`config.mk`:
```
export PLATFORM = sky130hd
export DESIGN_NAME = multihat_grng
export DESIGN_NICKNAME = d
export VERILOG_FILES = /design/src/rtl/grng_pkg.sv /design/src/rtl/grng_lfsr32.sv /design/src/rtl/multihat_grng.sv
export SDC_FILE = /design/constraint.sdc
export NUM_CORES = 1
export LEC_CHECK = 0
export CORE_MARGIN = 2
export CORE_UTILIZATION = 67
export DETAILED_ROUTE_END_ITERATION = 8
export GPL_TIMING_DRIVEN = 0
export PLACE_DENSITY = 0.87
export REMOVE_ABC_BUFFERS = 1
export SLEW_MARGIN = 0
export SYNTH_ARGS = -nofsm -noshare
export SYNTH_HDL_FRONTEND = slang
export SYNTH_SLANG_ARGS = --single-unit
export TNS_END_PERCENT = 30
```
`constraint.sdc`:
```
create_clock -name clk -period 4.25 [get_ports clk]
set_input_delay 1.275 -clock clk [delete_from_list [all_inputs] [get_ports clk]]
set_output_delay 1.275 -clock clk [all_outputs]
set_load 0.02 [all_outputs]
```
`src/rtl/grng_pkg.sv`:
```
// rtl/grng_pkg.sv - shared constants, types and helpers for the multi-hat Gaussian RNG
package grng_pkg;

  localparam logic [31:0] LFSR_MASK         = 32'h8020_0003;
  localparam logic [31:0] DEFAULT_SEED_BASE = 32'hACE1_0000;
  localparam logic [31:0] ZERO_SEED_SUB     = 32'hACE1_ACE1;

  typedef enum logic {IDLE = 1'b0, RUN = 1'b1} state_t;

  typedef logic signed [16:0] hat_t;

  function automatic int clog2(input int n);
    int r;
    r = 0;
    for (int v = 1; v < n; v = v << 1) r++;
    return r;
  endfunction

endpackage

```
`src/rtl/grng_lfsr32.sv`:
```
// rtl/grng_lfsr32.sv - 32-bit right-shift Galois LFSR with seed load and advance enable
module grng_lfsr32
  import grng_pkg::*;
#(
  parameter logic [31:0] RESET_SEED = DEFAULT_SEED_BASE
) (
  input  logic        clk,
  input  logic        reset,
  input  logic        load,
  input  logic [31:0] seed,
  input  logic        adv,
  output logic [31:0] value
);

  // An all-zero state would lock the register up, so a zero seed is substituted.
  always_ff @(posedge clk or negedge reset) begin
    if (!reset) begin
      value <= RESET_SEED;
    end else if (load) begin
      value <= (seed == '0) ? ZERO_SEED_SUB : seed;
    end else if (adv) begin
      value <= value[0] ? ((value >> 1) ^ LFSR_MASK) : (value >> 1);
    end
  end

endmodule

```
`src/rtl/multihat_grng.sv`:
```
// rtl/multihat_grng.sv - multi-hat CLT Gaussian RNG: LFSRs, hats, adder tree, saturation, burst FSM
module multihat_grng
  import grng_pkg::*;
#(
  parameter  int N_HATS  = 4,
  parameter  int OUT_W   = 16,
  parameter  int SHIFT   = 1,
  parameter  int BURST_W = 16,
  localparam int LG      = clog2(N_HATS),
  localparam int IDX_W   = (LG > 0) ? LG : 1
) (
  input  logic               clk,
  input  logic               reset,
  input  logic               seed_we,
  input  logic [IDX_W-1:0]   seed_idx,
  input  logic [31:0]        seed_data,
  input  logic               start,
  input  logic [BURST_W-1:0] burst_len,
  input  logic               stop,
  output logic               out_valid,
  input  logic               out_ready,
  output logic [OUT_W-1:0]   out_data,
  output logic               busy,
  output logic               done
);

  localparam int SUM_W = 17 + LG;
  localparam int EW    = (SUM_W > OUT_W) ? SUM_W : OUT_W;
  localparam int NV    = LG + 2;
  localparam logic signed [EW-1:0] SAT_MAX = {{(EW-OUT_W+1){1'b0}}, {(OUT_W-1){1'b1}}};
  localparam logic signed [EW-1:0] SAT_MIN = {{(EW-OUT_W+1){1'b1}}, {(OUT_W-1){1'b0}}};

  state_t                  state;
  logic [BURST_W-1:0]      cnt;
  logic [BURST_W-1:0]      len_q;
  logic [BURST_W-1:0]      cnt_inc;
  logic [NV-1:0]           pipe_v;
  logic [31:0]             lfsr_q [N_HATS];
  hat_t                    hat_q  [N_HATS];
  logic signed [SUM_W-1:0] sum_q  [1:N_HATS-1];
  logic signed [SUM_W-1:0] node   [1:2*N_HATS-1];
  logic signed [EW-1:0]    scaled;
  logic [OUT_W-1:0]        sat_out;
  logic                    running;
  logic                    adv;
  logic                    xfer;
  logic                    seed_ok;
  logic                    last_xfer;

  assign running   = (state == RUN);
  assign busy      = running;
  assign xfer      = out_valid & out_ready;
  assign adv       = running & (~out_valid | out_ready);
  assign seed_ok   = seed_we & ~busy;
  assign cnt_inc   = cnt + BURST_W'(1);
  assign last_xfer = xfer & (len_q != '0) & (cnt_inc == len_q);

  for (genvar g = 0; g < N_HATS; g++) begin : gen_lfsr
    grng_lfsr32 #(
      .RESET_SEED(DEFAULT_SEED_BASE + 32'(g))
    ) u_lfsr (
      .clk   (clk),
      .reset (reset),
      .load  (seed_ok & (seed_idx == IDX_W'(g))),
      .seed  (seed_data),
      .adv   (adv),
      .value (lfsr_q[g])
    );
  end

  // Heap-ordered tree: node k sums children 2k and 2k+1; leaves N..2N-1 are the hats.
  always_comb begin
    for (int k = 1; k < N_HATS; k++) node[k] = sum_q[k];
    for (int i = 0; i < N_HATS; i++) node[N_HATS + i] = SUM_W'(hat_q[i]);
  end

  always_comb begin
    scaled = EW'(node[1] >>> SHIFT);
    if (scaled > SAT_MAX) begin
      sat_out = SAT_MAX[OUT_W-1:0];
    end else if (scaled < SAT_MIN) begin
      sat_out = SAT_MIN[OUT_W-1:0];
    end else begin
      sat_out = scaled[OUT_W-1:0];
    end
  end

  always_ff @(posedge clk or negedge reset) begin
    if (!reset) begin
      for (int i = 0; i < N_HATS; i++) hat_q[i] <= '0;
      for (int k = 1; k < N_HATS; k++) sum_q[k] <= '0;
      out_data <= '0;
    end else if (adv) begin
      for (int i = 0; i < N_HATS; i++) begin
        hat_q[i] <= $signed({1'b0, lfsr_q[i][31:16]}) - $signed({1'b0, lfsr_q[i][15:0]});
      end
      for (int k = 1; k < N_HATS; k++) sum_q[k] <= node[2*k] + node[2*k+1];
      out_data <= sat_out;
    end
  end

  // Ending a run clears every valid bit, so in-flight samples are dropped.
  always_ff @(posedge clk or negedge reset) begin
    if (!reset) begin
      state     <= IDLE;
      cnt       <= '0;
      len_q     <= '0;
      pipe_v    <= '0;
      out_valid <= 1'b0;
      done      <= 1'b0;
    end else if (stop) begin
      state     <= IDLE;
      pipe_v    <= '0;
      out_valid <= 1'b0;
      done      <= 1'b0;
    end else begin
      done <= 1'b0;
      case (state)
        IDLE: begin
          if (start) begin
            state     <= RUN;
            cnt       <= '0;
            len_q     <= burst_len;
            pipe_v    <= '0;
            out_valid <= 1'b0;
          end
        end
        RUN: begin
          if (last_xfer) begin
            state     <= IDLE;
            done      <= 1'b1;
            pipe_v    <= '0;
            out_valid <= 1'b0;
          end else if (adv) begin
            pipe_v    <= {pipe_v[NV-2:0], 1'b1};
            out_valid <= pipe_v[NV-1];
            if (xfer) cnt <= cnt_inc;
          end
        end
        default: state <= IDLE;
      endcase
    end
  end

endmodule

```
[Word-level counts from Yosys, hierarchy flattened]
Cells that the tools add are included.
Word-level totals
  register bits after elaboration: 308
  logic and storage cells: 102
  bits of input ports: 56
  output and inout port bits: 19
Operators by class
  bitwise logic cells: 17
  add/sub/neg operators: 8
  reductions and logical operators: 10
  equality and inequality tests: 10
  $lt $le $gt $ge: 2
  mux-type cells: 37
Operators by type and width (number)
  $mux 32: 13
  $mux 16: 6
  $sub 16x16->17: 4
  $add 17x17->18: 2
  $logic_not 32->1: 1
  $pmux 16 s2: 1
  $add 19x19->19: 1
  $gt 18x16->1 const B: 1
  $lt 18x16->1 const B: 1
  $add 16x1->16 const B: 1
  $eq 16x16->1: 1
  $mux 4: 4
  $not 3->4: 4
  $reduce_bool 16->1: 1
  $mux 1: 10
  $and 1x1->1: 9
  $pmux 4 s2: 1
  $reduce_bool 2->1: 4
  $reduce_and 5->1: 1
  $eq 2x2->1 const B: 2
  $ne 2x1->1 const B: 2
  $ne 2x2->1 const B: 2
  $ne 4x2->1 const B: 1
  $pmux 1 s2: 2
  7 further kinds: 9

[Longest topological paths before layout]
Gate-level depths: netlist of the first run.
  depth after elaboration: 7
  depth in mapped cells: 11
  depth with buffers taken out: 11

[Modules after synthesis]
Synthesis of the first run repeated with hierarchy kept, for this count alone.
Unflattened totals
  cell total of the unflattened synthesis: 2243
  area, all modules: 19367.3 um2
By module, submodules not included
  multihat_grng: cells an instance 1547, times used 1, sequential area each 4429.2 um2, area each 12726.0 um2
  grng_lfsr32 (gen_lfsr[1].u_lfsr ...): cells an instance 174, times used 2, sequential area each 812.0 um2, area each 1660.3 um2
  grng_lfsr32 (gen_lfsr[3].u_lfsr): cells an instance 174, times used 1, sequential area each 813.3 um2, area each 1661.6 um2
  grng_lfsr32 (gen_lfsr[0].u_lfsr): cells an instance 174, times used 1, sequential area each 810.8 um2, area each 1659.1 um2

[Worst setup path after synthesis of the first run]
Ideal clock, no wire load.
  path kind: input -> register
  start point: input out_ready
  end point: register gen_lfsr[2].u_lfsr.value[18]
  library setup time: 0.133 ns
  slack: 1.321 ns
  buffers on the path: 3
  data arrival time: 2.796 ns
  stages: 7
  cells stage by stage: nand2b_1 > nand2_1 > clkbuf_1 > clkbuf_1 > buf_1 > mux2i_1 > o21ai_0
On the way
  cells in the longest elaborated chain, start to end: 3
RTL lines
  start: declaration: line multihat_grng.sv:21  | input logic out_ready,
  $or 1x1->1: line multihat_grng.sv:53  | assign adv = running & (~out_valid | out_ready);
  $and 1x1->1: line multihat_grng.sv:53
  $reduce_bool 2->1 (no source line)
  end signal: assignment: line grng_lfsr32.sv:20  | value <= (seed == '0) ? ZERO_SEED_SUB : seed;
  end signal: assignment: line grng_lfsr32.sv:22  | value <= value[0] ? ((value >> 1) ^ LFSR_MASK) : (value >> 1);
  end: declaration: line grng_lfsr32.sv:12  | output logic [31:0] value
No other way between the ends.
A chain may end at the register's enable or synchronous reset.

[Worst setup path in the final report of the first run]
  start point: input seed_data[1]
  end point: register gen_lfsr[1].u_lfsr.value[27]
On the way
  cells in the longest elaborated chain, start to end: 3
RTL lines
  start: declaration: line multihat_grng.sv:16  | input logic [31:0] seed_data,
  $logic_not 32->1: line grng_lfsr32.sv:20
  $mux 32: line grng_lfsr32.sv:20
  $mux 32: line grng_lfsr32.sv:19  | end else if (load) begin
  end signal: assignment: line grng_lfsr32.sv:20
  end signal: assignment: line grng_lfsr32.sv:22
  end: declaration: line grng_lfsr32.sv:12
No other way between the ends.

==> impl_summary.log, run 1 <==
INFO  metric status = finished clean
INFO  metric first_pass_iters = 7
INFO  metric route.vias.total = roughly 16,000
INFO  metric area_growth = 11.7%
INFO  metric vias_per_cell = 6.18
INFO  metric clock-root-buffer = sky130_fd_sc_hd__clkbuf_16
INFO  metric yosys.cell_count.top_type = sky130_fd_sc_hd__nand2_1
INFO  metric power_dens_cells = 810 nW/µm²
INFO  metric slowest_stage = sky130_fd_sc_hd__nor2_1
INFO  metric cts_hold_repair.buffers = 0
INFO  metric number_of_antenna_violations_at_the_first_check_in_global_routing = 0
INFO  metric synth_area = ~19,000 µm²
INFO  metric cts_setup_buffers = 0
INFO  metric worst-path-max-fanout = 21
INFO  metric holdPathStages = 2
INFO  metric synth_edf_count = 0
INFO  metric startpoint = seed_data[1]
INFO  metric clock_latency_on_the_worst_skew_pair = 520 ps
INFO  metric place.gp.congestion = 0.922
INFO  metric startpoint_of_the_most_critical_hold_path = out_data[6]
INFO  metric timing.critical_path.slowest_cell_delay = 880 ps
INFO  metric fin_setup_tns = 0 ps
INFO  metric fin_skew = 19.3 ps
INFO  metric synth.lib_cells_used.distinct = 79
INFO  metric place.detailed.hpwl = 33,000 µm
INFO  metric final_max_slew_viol_count = 0
INFO  metric rsz0062_at_grt = false
INFO  metric nFillCells = between 1,500 and 2,000
INFO  metric worst_ir_drop_on_vdd = 438 µV
INFO  metric fp-row-count = 60
INFO  metric top_cells_by_instance_count_after_synthesis = 393 x sky130_fd_sc_hd__nand2_1, 297 x sky130_fd_sc_hd__o21ai_0, 269 x sky130_fd_sc_hd__dfrtp_1
INFO  metric grt_start_max_net_pins = about 130
INFO  metric relative_slew_slack = 25.0%
INFO  metric synth.area.top_cells = sky130_fd_sc_hd__dfrtp_1 36%, sky130_fd_sc_hd__o21ai_0 8.0%, sky130_fd_sc_hd__nand2_1 8.0%, sky130_fd_sc_hd__ha_1 7.8%, sky130_fd_sc_hd__dfstp_2 5.1%
INFO  metric timing.rr.start = busy
INFO  metric final_util = 76.6%
INFO  metric place.port_buffers = 74
INFO  metric wl_per_cell = between 15 and 20 µm
INFO  metric drt_drc_violations_left = 0
INFO  metric holdCritPathClass = reg -> reg
INFO  metric startpoint_type = primary input
INFO  metric worstRegToRegCells = 8
INFO  metric synthesis.yosys.warnings = 0
INFO  metric grt_remaining_overflow = 0
INFO  metric first_global_vias = roughly 15,000
INFO  metric timing.final.crit_period = ~3800 ps
INFO  metric critical-path-top-cell-by-count = sky130_fd_sc_hd__nor2_1
INFO  metric yosys_most_used_dff = sky130_fd_sc_hd__dfrtp_1
INFO  metric criticalPathCategory = in -> reg
INFO  metric drt_iter0_drc = 1,735
INFO  metric timing.final.hold_violations = 0
INFO  metric htreeDepth = 2
INFO  metric core_area = 27,000 µm²
INFO  metric numClockSinks = ~310
INFO  metric cts_resized = 0
INFO  metric tritoncts = done
INFO  metric clkTransAtPathRegs = 60 ps
INFO  metric cts-root-to-sink-buffers = 3
INFO  metric die_width = 170 µm
INFO  metric grt_usage = 32.7%
INFO  metric setup.worst_path.end_class = register
INFO  metric floorplan.initialDensity = a little under 70%
INFO  metric seq_area_frac_synth = 41.4%
INFO  metric cp.required = 4690 ps
INFO  metric antenna_cells_inserted = 0
INFO  metric leakage = around 9.3 nW
INFO  metric chipHeight = around 170 µm
INFO  metric post_route_ant_nets = 0
INFO  metric cts_buffer_count = 34
INFO  metric wirelength = 46,500 µm
INFO  metric pre_cts_ws = between 30 and 40 ps
INFO  metric share_of_the_synthesized_area_in_the_top_cell_type = 36.3%
INFO  metric setup_slack = 449 ps
INFO  metric period_share = between 80% and 90%
INFO  metric post-layout-total-power = approximately 17 mW
INFO  metric io_pins = 75
INFO  metric worst_ep_arrival_time = about 4200 ps
INFO  metric timing.max_cap.violations = 0
INFO  metric worstMarginPinSlew = 1120 ps
INFO  metric share_of_layout_cells_above_drive_strength_1 = 6.45%
INFO  metric critical_path.cell_chain = clkdlybuf4s50_1, nor4_1, nand4_1, nor2_1, or2_2, nor2_1, a31oi_1
INFO  metric synthArstFlopShare = 100%
INFO  metric clock.fmax = 263 MHz
INFO  metric die_area = around 29,000 µm²
INFO  metric grt_pass1_wl = 75,600 µm
INFO  metric synthesis.area_per_instance = ~8.5 µm²
INFO  metric nets = 2,386
INFO  metric yosys.area.top_type = sky130_fd_sc_hd__dfrtp_1
INFO  metric post_synth_inst_count = ~2,200
INFO  metric ys_ff_latch = around 300
INFO  metric setup_viol = 0
==> registers in the layout, summed over array words and instances, names as in the netlist <==
signal,cells
hat_q,68
gen_lfsr.u_lfsr.value,128
done,1
busy,1
len_q,16
out_valid,1
cnt,16
out_data,16
node,54
pipe_v,4
==> layout make-up <==
type / count / area [µm²] / share of cell area [%]
timing repair buffer: 87 / 1040 / 5.02
inverter: 105 / 394 / 1.90
clock inverter: 9 / 73.8 / 0.357
sequential: 305 / 7680 / 37.1
clock buffer: 53 / 1040 / 5.01
tap: 341 / 427 / 2.06
multi-input combinational: 1674 / 10100 / 48.6
==> cell usage in the layout, fill, tap and decap left out, types with 52 or more instances in the layout <==
cell                              Yosys  final
sky130_fd_sc_hd__dfrtp_1            269    269
sky130_fd_sc_hd__o21ai_0            297    297
sky130_fd_sc_hd__nand2_1            393    392
sky130_fd_sc_hd__xor2_1              55     55
sky130_fd_sc_hd__clkdlybuf4s50_1      0     73
sky130_fd_sc_hd__a21oi_1            145    145
sky130_fd_sc_hd__nor2_1             182    180
sky130_fd_sc_hd__inv_1              104    104
sky130_fd_sc_hd__xnor2_1             52     52
sky130_fd_sc_hd__ha_1               116    116
==> report_power, final <==
part	leakage [nW]	internal (mW)	switching (mW)
logic	5.03	3.65	4.96
clock network	0.551	1.74	1.17
registers	3.75	4.21	1.05
==> worst max-delay path, delay by kind of cell <==
| kind | cells | cell delay (ps) |
|---|---|---|
| buffers and inverters | 1 | 580 |
| AO/OA/AOI/OAI | 1 | 190 |
| AND/OR/NAND/NOR | 5 | 2190 |
==> through the flow <==
step                area [µm²]  cells  hold WS (ps)
floorplan                18100   2084           453
global placement         19300   2499           464
detailed placement       19600   2512           466
CTS                      20700   2574           479
global route             20700   2574           504
finish                   20700   2574           476
==> cells by family (layout without fill, tap and decap cells) <==
logic type                 count (synthesis)  count (layout)  synth area share (%)
buffers and inverters                    207             254                  4.45
DFF                                      305             305                  41.4
xor gates and xnor gates                 107             107                  5.06
AOI/OAI and AO/OA                        615             615                  19.2
adders and majority gates                123             123                  8.59
and+or+nand+nor                          794             794                  19.3
muxes                                     35              35                  1.89
==> path summary, 6_finish.rpt <==
kind,end,slack [ps]
max,gen_lfsr[1].u_lfsr.value[27],450
min,out_data[6],480
max reg2reg,gen_lfsr[1].u_lfsr.value[11],1060
min reg2reg,out_data[6],480
max in group asynchronous,gen_lfsr[0].u_lfsr.value[25],2080
min in group asynchronous,len_q[7],660
==> per-layer routing <==
layer / global-route usage, % / up-vias / routed length, µm
met3: 4.16 / 168 / 3420
li1: - / 7624 / -
met4: 17.4 / 0 / 2700
met2: 54.2 / 666 / 21500
met5: 0 / - / 0
met1: 42.1 / 7457 / 18900
No activity file was read; power rests on OpenSTA's default activity.
==> run 2, diff against run 1 <==
--- a/config.mk
+++ b/config.mk
@@ -5,6 +5,7 @@
 export SDC_FILE = /design/constraint.sdc
 export NUM_CORES = 1
 export LEC_CHECK = 0
+export ABC_AREA = 1
 export CORE_MARGIN = 2
 export CORE_UTILIZATION = 67
 export DETAILED_ROUTE_END_ITERATION = 8
==> impl_summary.log, run 2 <==
INFO  metric fp-row-count = 60 (unchanged)
INFO  metric synth.lib_cells_used.distinct = 42 (-47%)
INFO  metric r2r_setup_slack = 720 ps (-340 ps)
INFO  metric share_of_the_synthesized_area_in_the_top_cell_type = 37.1% (+0.75 points)
INFO  metric share_of_layout_cells_above_drive_strength_1 = 7.41% (+0.97 points)
INFO  metric synthArstFlopShare = 100% (unchanged)
INFO  metric cts-root-to-sink-buffers = 3 (unchanged)
INFO  metric chipHeight = 169 µm (-0.99%)
INFO  metric worst-path-max-fanout = 153 (+630%)
INFO  metric yosys.cell_count.top_type = sky130_fd_sc_hd__nand2_1
INFO  metric startpoint = out_ready
INFO  metric setup.worst_path.end_class = register
INFO  metric cts_setup_buffers = 0 (unchanged)
INFO  metric post_route_cell_area = 20,400 µm² (-1.4%)
INFO  metric timing.max_cap.violations = 0 (unchanged)
INFO  metric footprint_of_the_flip_flops_and_latches = 7680 µm² (unchanged)
INFO  metric grt_pass1_wl = 78,500 µm (+3.8%)
INFO  metric vias_per_cell = 6.15 (-0.61%)
INFO  metric timing.rr.start = busy
INFO  metric wirelength = 47,600 µm (+2.4%)
INFO  metric die_width = 169 µm (-0.99%)
INFO  metric floorplan.initialDensity = 67.7% (-0.82 points)
INFO  metric synth.area.top_cells = sky130_fd_sc_hd__dfrtp_1 37%, sky130_fd_sc_hd__nand2_1 12%, sky130_fd_sc_hd__ha_1 8.0%, sky130_fd_sc_hd__o221ai_1 5.5%, sky130_fd_sc_hd__dfstp_2 5.2%
INFO  metric startpoint_of_the_most_critical_hold_path = out_data[10]
INFO  metric post_synth_inst_count = 2,256 (+3.2%)
INFO  metric route.vias.total = 16,400 (+2.8%)
INFO  metric yosys_most_used_dff = sky130_fd_sc_hd__dfrtp_1
INFO  metric tritoncts = done
INFO  metric clock.fmax = 254 MHz (-3.4%)
INFO  metric synthesis.yosys.warnings = 0 (unchanged)
INFO  metric final_max_slew_viol_count = 0 (unchanged)
INFO  metric worst_ep_arrival_time = 4310 ps (+70 ps)
INFO  metric drt_iter0_drc = 1,551 (-11%)
INFO  metric place.port_buffers = 74 (unchanged)
INFO  metric cts_hold_repair.buffers = 0 (unchanged)
INFO  metric worstMarginPinSlew = 1080 ps (-45.4 ps)
INFO  metric status = finished clean
INFO  metric place.detailed.hpwl = 33,900 µm (+2.8%)
INFO  metric max_reg_flops = 128 (unchanged)
INFO  metric clock_latency_on_the_worst_skew_pair = 530 ps (about the same)
INFO  metric htreeDepth = 2 (unchanged)
INFO  metric yosys.area.top_type = sky130_fd_sc_hd__dfrtp_1
INFO  metric number_of_antenna_violations_at_the_first_check_in_global_routing = 1 (+1)
INFO  metric grt_start_max_net_pins = 154 (+21%)
INFO  metric timing.final.hold_violations = 0 (unchanged)
INFO  metric grt_usage = 34.2% (+1.5 points)
INFO  metric numClockSinks = 305 (unchanged)
INFO  metric cp.required = 4620 ps (-70 ps)
INFO  metric post-place-cells = 2,597 (+3.4%)
INFO  metric power_dens_cells = 815 nW/µm² (+0.59%)
INFO  metric worst_ir_drop_on_vdd = 444 µV (+1.2%)
INFO  metric period_share = 92.6% (+3.2 points)
INFO  metric timing.hold.worst_endpoint = out_data[10]
INFO  metric relative_slew_slack = 28.3% (+3.3 points)
INFO  metric drt_drc_violations_left = 0 (unchanged)
INFO  metric ys_ff_latch = 305 (unchanged)
INFO  metric holdPathStages = 2 (unchanged)
INFO  metric seq_area_frac_synth = 42.3% (+0.85 points)
INFO  metric setup_viol = 0 (unchanged)
INFO  metric post_route_ant_nets = 0 (unchanged)
INFO  metric synth_edf_count = 0 (unchanged)
INFO  metric first_global_vias = 16,200 (+5.9%)
INFO  metric clkTransAtPathRegs = 60 ps (about the same)
INFO  metric synth_area = 18,100 µm² (-2.0%)
INFO  metric top_cells_by_instance_count_after_synthesis = 590 x sky130_fd_sc_hd__nand2_1, 269 x sky130_fd_sc_hd__dfrtp_1, 215 x sky130_fd_sc_hd__inv_1
INFO  metric criticalPathCategory = in -> reg
INFO  metric place.gp.congestion = 0.965 (+4.7%)
INFO  metric leakage = 9.71 nW (+4.0%)
INFO  metric worstRegToRegCells = 8 (unchanged)
INFO  metric clock-root-buffer = sky130_fd_sc_hd__clkbuf_16
INFO  metric core_area = 26,800 µm² (-0.83%)
INFO  metric cts_buffer_count = 34 (unchanged)
INFO  metric startpoint_type = primary input
INFO  metric most-common-layout-cells = 589 x sky130_fd_sc_hd__nand2_1, 269 x sky130_fd_sc_hd__dfrtp_1, 212 x sky130_fd_sc_hd__inv_1, 161 x sky130_fd_sc_hd__o21ai_0, 159 x sky130_fd_sc_hd__nand3_1
INFO  metric io_pins = 75 (unchanged)
INFO  metric synthesis.area_per_instance = 8.05 µm² (-5.1%)
INFO  metric first_pass_iters = 7 (unchanged)
INFO  metric critical_path.reg2reg.endpoint = gen_lfsr[0].u_lfsr.value[20]
INFO  metric timing.final.crit_period = 3930 ps (+134 ps)
INFO  metric grt_remaining_overflow = 0 (unchanged)
INFO  metric most_common_cell_after_layout_fill_and_taps_aside = sky130_fd_sc_hd__nand2_1
INFO  metric final_cells = 2,661 (+3.4%)
INFO  metric holdCritPathClass = reg -> reg
INFO  metric fin_skew = 21.4 ps (+2.05 ps)
INFO  metric nFillCells = 1,949 (+4.6%)
INFO  metric die_area = 28,400 µm² (-2.0%)
INFO  metric wl_per_cell = 17.9 µm (-0.97%)
INFO  metric placed_area = 19,300 µm² (-1.7%)
INFO  metric multi_input_area = 9350 µm² (-6.9%)
INFO  metric antenna_cells_inserted = 0 (unchanged)
INFO  metric max_flop_register = gen_lfsr.u_lfsr.value
INFO  metric area_growth = 12.5%
INFO  metric rsz0062_at_grt = false
INFO  metric nets = 2,474 (+3.7%)
-- run 2: per-stage QoR --
stage | utilization [%] | power [mW] | setup WS [ps] | hold WS [ps] | setup TNS [ps]
detailed placement | 71.9 | 13.5 | -805 | 467 | -14310
global placement | 70.8 | 13.1 | -18280 | 456 | -7123930
finish | 76.2 | 16.6 | 315 | 476 | 0
global route | 76.2 | 18.0 | 129 | 501 | 0
floorplan | - | 11.2 | -10350 | 442 | -2108230
CTS | 76.1 | 16.5 | 238 | 486 | 0
-- run 2: worst max-delay path, stage by stage --
cell                              delay (ps)
sky130_fd_sc_hd__clkdlybuf4s50_1         480
sky130_fd_sc_hd__inv_1                    70
sky130_fd_sc_hd__a21oi_4                 480
sky130_fd_sc_hd__buf_16                  240
sky130_fd_sc_hd__clkinv_8                260
sky130_fd_sc_hd__buf_16                  340
sky130_fd_sc_hd__nand2_2                 380
sky130_fd_sc_hd__clkinvlp_4              350
sky130_fd_sc_hd__nand2_1                 150
sky130_fd_sc_hd__o221ai_1                120
-- run 2: final cells by class --
class,count,area share (%)
sequential,305,37.6
timing repair buffer,86,4.94
timing repair inverter,2,0.0613
clock buffer,49,4.88
tap,341,2.09
multi-input combinational,1648,45.8
clock inverter,12,0.509
inverter,218,4.11
-- run 2: how the worst max path moves through the flow --
stage                     cells past startpoint                      endpoint
after detailed placement                      8   gen_lfsr[0].u_lfsr.value[4]
after floorplan                               7  gen_lfsr[0].u_lfsr.value[20]
after global routing                         10  gen_lfsr[0].u_lfsr.value[14]
after CTS                                     8  gen_lfsr[0].u_lfsr.value[14]
final                                        10  gen_lfsr[0].u_lfsr.value[20]
after global placement                        8  gen_lfsr[0].u_lfsr.value[20]
-- run 2: power by group --
group / switching (mW) / internal, mW
Sequential: 0.891 / 4.18
Clock: 1.19 / 1.70
Combinational: 5.23 / 3.45
-- run 2: metal layers --
| metal | track usage (%) | routed length [µm] | share of wire [%] | vias up |
|---|---|---|---|---|
| li1 | - | - | - | 7806 |
| met1 | 42.1 | 18600 | 39 | 7654 |
| met2 | 59.1 | 23300 | 49 | 732 |
| met3 | 5.05 | 3460 | 7.3 | 161 |
| met4 | 17.4 | 2290 | 4.8 | 0 |
| met5 | 0 | 0 | 0 | - |
-- run 2: cells by family after synthesis --
logic type / Yosys count / synth area share (%)
AOI/OAI and AO/OA: 488 / 16.6
xor gates and xnor gates: 60 / 2.90
adders and majority gates: 123 / 8.77
buffers and inverters: 303 / 6.37
DFF: 305 / 42.3
and+or+nand+nor: 977 / 23.0
-- run 2: timing repair --
action | 4_1_cts | 5_1_grt
setup endpoints to repair | 15 | 15
gates resized for setup | 3 | 3
gates cloned | 1 | 1
